## config.mk

```make
export PLATFORM = sky130hd
export DESIGN_NAME = phase_offset_generator
export DESIGN_NICKNAME = d
export VERILOG_FILES = /design/src/rtl/phase_offset_generator.sv
export SDC_FILE = /design/constraint.sdc
export NUM_CORES = 1
export LEC_CHECK = 0
export BUFFER_PORTS_ARGS = -buffer_cell sky130_fd_sc_hd__buf_2
export CAP_MARGIN = 25
export CELL_PAD_IN_SITES_DETAIL_PLACEMENT = 1
export CELL_PAD_IN_SITES_GLOBAL_PLACEMENT = 1
export CORE_MARGIN = 4
export CORE_UTILIZATION = 25
export CTS_CLUSTER_SIZE = 40
export DETAILED_ROUTE_END_ITERATION = 10
export PLACE_DENSITY = 0.44
export SYNTH_ARGS = -nofsm -noshare
export SYNTH_HDL_FRONTEND = slang
export SYNTH_SLANG_ARGS = --single-unit
```

## constraint.sdc

```tcl
create_clock -name fpga_clk_i -period 3.84 [get_ports fpga_clk_i]
set_input_delay 1.152 -clock fpga_clk_i [delete_from_list [all_inputs] [get_ports fpga_clk_i]]
set_output_delay 1.152 -clock fpga_clk_i [all_outputs]
set_load 0.01 [all_outputs]
```

## src/rtl/phase_offset_generator.sv

```systemverilog
// phase_offset_generator: replays reference_i edges on generated_o
// after a programmable delay, counted in fpga_clk_i cycles.
//
// Ports:
//   fpga_clk_i      - block clock
//   reset_i         - synchronous active-high reset
//   reference_i     - asynchronous reference clock
//   offset_cycles_i - delay per edge, sampled when the edge is queued
//   generated_o     - delayed replica of the reference
//   pending_o       - number of queued edges
//   overflow_o      - sticky, set when an edge is dropped
module phase_offset_generator #(
  parameter int WIDTH = 5,
  parameter int DEPTH = 4
) (
  input  logic                       fpga_clk_i,
  input  logic                       reset_i,
  input  logic                       reference_i,
  input  logic [WIDTH-1:0]           offset_cycles_i,
  output logic                       generated_o,
  output logic [$clog2(DEPTH+1)-1:0] pending_o,
  output logic                       overflow_o
);

  localparam int TW = WIDTH + 1;
  localparam int PW = (DEPTH > 1) ? $clog2(DEPTH) : 1;
  localparam int CW = $clog2(DEPTH + 1);

  logic          r_sync1;
  logic          r_sync2;
  logic          r_sync3;
  logic [TW-1:0] r_ts;
  logic          r_lvl [DEPTH];
  logic [TW-1:0] r_due [DEPTH];
  logic [PW-1:0] r_rd;
  logic [PW-1:0] r_wr;
  logic [CW-1:0] r_cnt;
  logic          r_gen;
  logic          r_ovf;

  logic          w_edge;
  logic          w_empty;
  logic          w_full;
  logic          w_pop;
  logic          w_push;
  logic [TW-1:0] w_late;
  logic [TW-1:0] w_due;

  function automatic logic [PW-1:0] f_inc(
    input logic [PW-1:0] p
  );
    return (p == PW'(DEPTH - 1)) ? '0 : p + PW'(1);
  endfunction

  assign w_edge  = r_sync2 ^ r_sync3;
  assign w_empty = (r_cnt == '0);
  assign w_full  = (r_cnt == CW'(DEPTH));

  // Head is due when ts has reached or passed its stamp
  // (MSB of the modular difference clear).
  assign w_late  = r_ts - r_due[r_rd];
  assign w_pop   = !w_empty && !w_late[TW-1];

  // A full FIFO still accepts the edge if a slot frees
  // up in the same cycle.
  assign w_push  = w_edge && (!w_full || w_pop);

  // Stamp against the count of the following cycle so the
  // entry pops exactly offset cycles after the push edge,
  // giving k + 3 + offset from synchronizer capture.
  assign w_due   = r_ts + TW'(offset_cycles_i) + TW'(1);

  always_ff @(posedge fpga_clk_i) begin
    if (reset_i) begin
      r_sync1 <= 1'b0;
      r_sync2 <= 1'b0;
      r_sync3 <= 1'b0;
      r_ts    <= '0;
      r_rd    <= '0;
      r_wr    <= '0;
      r_cnt   <= '0;
      r_gen   <= 1'b0;
      r_ovf   <= 1'b0;
    end else begin
      r_sync1 <= reference_i;
      r_sync2 <= r_sync1;
      r_sync3 <= r_sync2;
      r_ts    <= r_ts + TW'(1);
      if (w_push) begin
        r_wr <= f_inc(r_wr);
      end
      if (w_pop) begin
        r_rd  <= f_inc(r_rd);
        r_gen <= r_lvl[r_rd];
      end
      if (w_push && !w_pop) begin
        r_cnt <= r_cnt + CW'(1);
      end else if (w_pop && !w_push) begin
        r_cnt <= r_cnt - CW'(1);
      end
      if (w_edge && !w_push) begin
        r_ovf <= 1'b1;
      end
    end
  end

  // Entry storage needs no reset: pointers and count
  // define which slots are valid.
  always_ff @(posedge fpga_clk_i) begin
    if (w_push) begin
      r_lvl[r_wr] <= r_sync2;
      r_due[r_wr] <= w_due;
    end
  end

  assign generated_o = r_gen;
  assign pending_o   = r_cnt;
  assign overflow_o  = r_ovf;

endmodule
```

==> results of run 1 <==
## cells in the mapped netlist, types with 3 or more instances
library cell and instances:
edfxtp_1 28, dfxtp_1 20, ha_1 16, nor2_1 16, inv_1 11, xor2_1 8
a21oi_1 7, nand2_1 7, xnor2_1 6, a21o_1 4, and2_1 4, mux2i_1 4
mux4_1 4, nor2b_1 4, or3_1 3
## logic make-up (layout without fill, tap and decap cells)
group | after synthesis | after routing | share of synthesized area, %
compound gates | 21 | 21 | 6.85
flops | 48 | 48 | 54.8
fa+ha+maj | 18 | 18 | 10.6
xor+xnor | 15 | 15 | 6.63
buf+inv | 15 | 32 | 2.98
simple gates | 39 | 39 | 8.28
mux | 12 | 12 | 9.88
## timing repair
action / in CTS / in global routing
hold endpoints to repair: 0 / 0
endpoints found under the setup margin: 0 / 1
resized for setup: 0 / 3
## cells in the final DEF, fill, tap and decap left out, types with 2 or more instances in the layout
master	count
mux4_2	2
xor2_1	8
or3_1	3
clkbuf_8	5
nor2_1	16
nand3_1	2
ha_1	16
a21oi_2	2
a211oi_1	2
fa_1	2
nor2b_1	4
and2_1	4
inv_1	11
edfxtp_1	28
a21oi_1	6
nand2_1	7
o21ai_0	2
buf_2	12
mux4_1	4
a21o_1	4
mux2i_1	4
dfxtp_1	19
xnor2_1	6
## routing by layer
metal  vias to the layer above  global-route usage [%]
met5                         -                       0
met4                         0                    2.39
met3                         4                    2.41
met2                        15                    15.7
met1                       676                    12.0
li1                        627                       -
## worst paths after layout
path	startpoint	end	slack, ns	cells past startpoint
worst max-delay path	register	pending_o[2]$_SDFFE_PP0P_	0.26	13
worst min-delay path	r_sync1$_SDFF_PP0_	r_sync2$_SDFF_PP0_	0.46	1
worst max register to register	register	pending_o[2]$_SDFFE_PP0P_	0.26	13
worst min register to register	r_sync1$_SDFF_PP0_	r_sync2$_SDFF_PP0_	0.46	1
## flip-flops by register name, summed over array words and instances, names as in the netlist, named ones only
signal	count
r_due	24
r_ts	6
r_lvl	4
pending_o	3
r_rd	2
r_wr	2
generated_o	1
overflow_o	1
r_sync1	1
r_sync2	1
r_sync3	1
## final cells by class
cell class	instances	area share (%)
Timing Repair Buffer	13	2.64
Clock buffer	6	3.67
Tap cell	108	5.29
Sequential cell	48	48.7
Clock inverter	2	0.489
Inverter	11	1.62
Multi-Input combinational cell	105	37.6
## worst max-delay path, stage by stage, from the launching register on
cell and delay [ns]:
dfxtp_4 0.43, mux4_1 0.56, inv_1 0.07, ha_1 0.23, a21oi_1 0.17, o21ai_0 0.14
a21oi_4 0.23, mux2i_4 0.36, ha_1 0.23, inv_1 0.06, fa_1 0.38, xor2_1 0.18
or3_1 0.32, a21oi_1 0.15
## power groups by stage
| stage | clock network, mW | registers [mW] | logic [mW] |
|---|---|---|---|
| 6_report | 0.342 | 0.687 | 0.431 |
| 3_5_place_dp | 0 | 0.697 | 0.435 |
| 4_1_cts | 0.357 | 0.686 | 0.441 |
| 2_1_floorplan | 0 | 0.671 | 0.359 |
| 3_3_place_gp | 0 | 0.693 | 0.422 |
| 5_1_grt | 0.380 | 0.700 | 0.492 |
## stage by stage
| step | hold slack, ns | cell area, um2 | instances | power (mW) |
|---|---|---|---|---|
| 2_1_floorplan | 0.414 | 2270 | 168 | 1.03 |
| 3_3_place_gp | 0.444 | 2440 | 285 | 1.11 |
| 3_5_place_dp | 0.437 | 2440 | 285 | 1.13 |
| 4_1_cts | 0.453 | 2550 | 293 | 1.48 |
| 5_1_grt | 0.475 | 2560 | 293 | 1.57 |
| 6_report | 0.457 | 2560 | 293 | 1.46 |
==> metrics.txt, run 1 <==
GP Congestion=0.738; CTS root buf=clkbuf_8; top-area cell type share of the netlist area=37.1%; CTS tree=done; hold_buf cts=0; footprint of the multi-input gates=961 um2; post-synthesis cell count=168; post-CTS setup buffer count=0; Avg Cell Area, Syn=13.5 um2; Final ANT Viol Nets=0; Worst-path clk slew=0.09 ns; total congestion overflow=0; vias in the first global route=1464; initial antenna violation count=0; CP required=4.07 ns; Worst Path Class, Setup=register to register; Syn-to-layout area delta=12.8%; I/O Buffers=12; unrepaired setup endpoints after global routing=false; Distinct cells, synth=35; layout cells sized above 1=16.8%; I/O pin cnt=13; synthesis-stage register bit count=48; DIE HEIGHT=103 um; num rows=34; Least-Margin Pin Slew=0.486 ns; Net Sw Power=0.465 mW; uppermost layer routed=met4; number of flops mapped to enable cells by yosys=28; GRT Total Usage=9.34%; vias per inst=4.51; Synth area leaders=edfxtp_1 37%, dfxtp_1 18%, ha_1 8.8%, mux4_1 4.6%, xor2_1 3.1%; Mapped Nets=194; setup violators final=0; DRT iter0 DRCs=33; maxcap violations=0; Synth Flop Type=edfxtp_1; TritonCTS buffer count=5; met2 routed WL=2240 um; Filler cells=967; run status=complete, no violations; Synth Warn #=0; Internal=0.996 mW; Seq/Total Area, Yosys=54.8%; Die Area=10700 um2; Seq pwr share=47.1%; pwr/cell area=571 nW/um2; crit path max fanout=7; Peak Freq=280 MHz; pre-CTS WS=0.0747 ns; switch share=31.8%; Die W=103 um; Final HPWL DP=3300 um; maximum root-to-sink buffer count=2; setup ws final=0.265 ns; total number of vias=1322; headroom to the max-slew limit=67.6%; Clk Latency, worst-skew pair=0.30 ns; final hold vios=0; Crit path arrival time=3.81 ns; Crit. End Element=register; register area=1240 um2; combinational share of power=29.5%; DR pass1 iterations=4; Core Region=8760 um2; Max H-tree Level=2; fin util=29.2%; antenna cells=0; Leak=1.00 nW; Setup crit start kind=register; WL met3=148 um; Residual DRC=0; maximum VDD drop=204 uV; routed length per instance=15.5 um; Routed WL=4550 um; Final Cycle Share=93.1%; Clock Skew=0.00442 ns; Slew Viols, Final=0; Post-Syn Area=2270 um2; Hold Crit Class=register to register; first-pass GRT wire length=7400 um; Yosys top cell by area=edfxtp_1; Final Critical Period=3.58 ns; effective utilization at floorplan=25.9%; post-layout net count=210; M1 wire length=2110 um; clk sink count=48; largest net degree at the start of global routing=19; setup TNS=0 ns; clock power share=23.4%; Post-synth ARST share=0%
No activity file was read; power rests on OpenSTA's default activity.
==> run 2, diff against run 1 <==
- BUFFER_PORTS_ARGS: -buffer_cell sky130_fd_sc_hd__buf_2 -> -buffer_cell sky130_fd_sc_hd__buf_4
- SETUP_SLACK_MARGIN: unset -> 0.02
- SLEW_MARGIN: unset -> 5
==> metrics.txt, run 2 (synthesis gave the netlist of run 1 again) <==
Final ANT Viol Nets=0; routed length per instance=15.2 um; placed cells=285; CP max stage delay=0.59 ns; GP Congestion=0.718; most frequent cells in the layout=28 x edfxtp_1, 19 x dfxtp_1, 16 x nor2_1, 16 x ha_1, 14 x buf_4; Crit. End Element=register; Hold WS=0.462 ns; Residual DRC=0; Slew Viols, Final=0; Die W=103 um; Hold Crit Class=register to register; Final HPWL DP=3300 um; post-layout net count=211; initial antenna violation count=0; run status=complete, no violations; antenna cells=0; vias in the first global route=1473; non-filler cells in the finished layout=294; Setup crit start kind=register; Clock Skew=0.00721 ns; CTS tree=done; setup TNS=0 ns; I/O Buffers=12; Core Region=8760 um2; Top Registers=r_due x24, r_ts x6, r_lvl x4; effective utilization at floorplan=25.9%; total chip power=1.43 mW; num rows=34; clk sink count=48; layout cells sized above 1=17.2%; maxcap violations=0; Final Cycle Share=91.9%; Slowest cell on crit path=mux4_1; Peak Freq=283 MHz; setup ws final=0.310 ns; Routed WL=4460 um; I/O pin cnt=13; DIE HEIGHT=103 um; largest net degree at the start of global routing=19; GRT Total Usage=9.50%; Die Area=10700 um2; setup slack, reg-to-reg=0.31 ns; Final Critical Period=3.53 ns; Biggest register=r_due; total congestion overflow=0; max reg flops=24; TritonCTS buffer count=5; hold_buf cts=0; CTS root buf=clkbuf_8; Crit path arrival time=3.77 ns; Syn-to-layout area delta=13.5%; unrepaired setup endpoints after global routing=false; final hold vios=0; Least-Margin Pin Slew=0.455 ns; commonest non-fill, non-tap cell in the layout=edfxtp_1; Leak=1.01 nW; pre-CTS WS=0.0822 ns; DR pass1 iterations=2; maximum root-to-sink buffer count=2; total number of vias=1297; vias per inst=4.41; CP Cell Sequence=mux4_1 -> inv_1 -> ha_1 -> a21oi_1 -> o21ai_0 -> a21oi_4 -> xnor2_1 -> a21oi_2 -> ha_1 -> inv_1 -> fa_1 -> xor2_1 -> or3_1 -> a21oi_1; Worst Path Class, Setup=register to register; first-pass GRT wire length=7510 um; pwr/cell area=557 nW/um2; crit path max fanout=7; headroom to the max-slew limit=69.7%; maximum VDD drop=167 uV; Max H-tree Level=2; Worst-path clk slew=0.09 ns; DRT iter0 DRCs=26; Clk Latency, worst-skew pair=0.30 ns; setup violators final=0; CP required=4.08 ns
==> run 2: changes by cell type in the layout (fill, tap and decap cells not counted) <==
cell        before  now
clkbuf_16        1    0
dfxtp_2          0    1
buf_2           12    0
buf_4            1   14
clkinvlp_4       1    0
dfxtp_4          1    0
clkinv_4         0    1
clkinv_2         1    2
==> run 2: final cells by class <==
type                            count  area, um2
Clock inverter                      3       18.8
Timing Repair Buffer               14        105
Multi-Input combinational cell    105        961
Inverter                           11       41.3
Tap cell                          108        135
Clock buffer                        5       68.8
Fill cell                         957       6190
Sequential cell                    48       1240
==> run 2: worst max-delay path, delay by kind of cell, from the launching register on <==
family	cells	cell delay [ns]
adders and majority gates	3	0.81
xor gates and xnor gates	2	0.35
buffers and inverters	2	0.14
AOI/OAI and AO/OA	5	0.83
and+or+nand+nor	1	0.31
DFF	1	0.45
muxes	1	0.59
==> run 2: routing by layer <==
| layer | vias up | global-route usage (%) | share of wire [%] |
|---|---|---|---|
| li1 | 631 | - | - |
| met1 | 650 | 12.0 | 48 |
| met2 | 9 | 15.8 | 48 |
| met3 | 7 | 2.21 | 2.2 |
| met4 | 0 | 3.59 | 1.6 |
| met5 | - | 0 | 0 |
==> run 2: power by group <==
group          internal [mW]  leakage (nW)  switching, mW
Clock                  0.127        0.0479          0.175
Combinational          0.223         0.541          0.222
Sequential             0.619         0.419         0.0661
Total                  0.969          1.01          0.463
==> run 2: final timing paths <==
check / from / endpoint / depth (start not counted)
worst max-delay path: register / pending_o[2]$_SDFFE_PP0P_ / 14
worst min-delay path: r_sync1$_SDFF_PP0_ / r_sync2$_SDFF_PP0_ / 1
worst max register to register: register / pending_o[2]$_SDFFE_PP0P_ / 14
worst min register to register: r_sync1$_SDFF_PP0_ / r_sync2$_SDFF_PP0_ / 1
==> run 2: per-stage QoR <==
stage | area, um2 | utilization (%)
after floorplan | 2270 | -
after global placement | 2470 | 28.2
after detailed placement | 2470 | 28.2
after CTS | 2560 | 29.2
after global routing | 2570 | 29.4
final | 2570 | 29.4
==> run 2: timing repair <==
action                                 CTS  global route
setup buffers                            0             1
resized for setup                        0             2
endpoints found under the hold margin    0             0
setup endpoints to repair                0             1
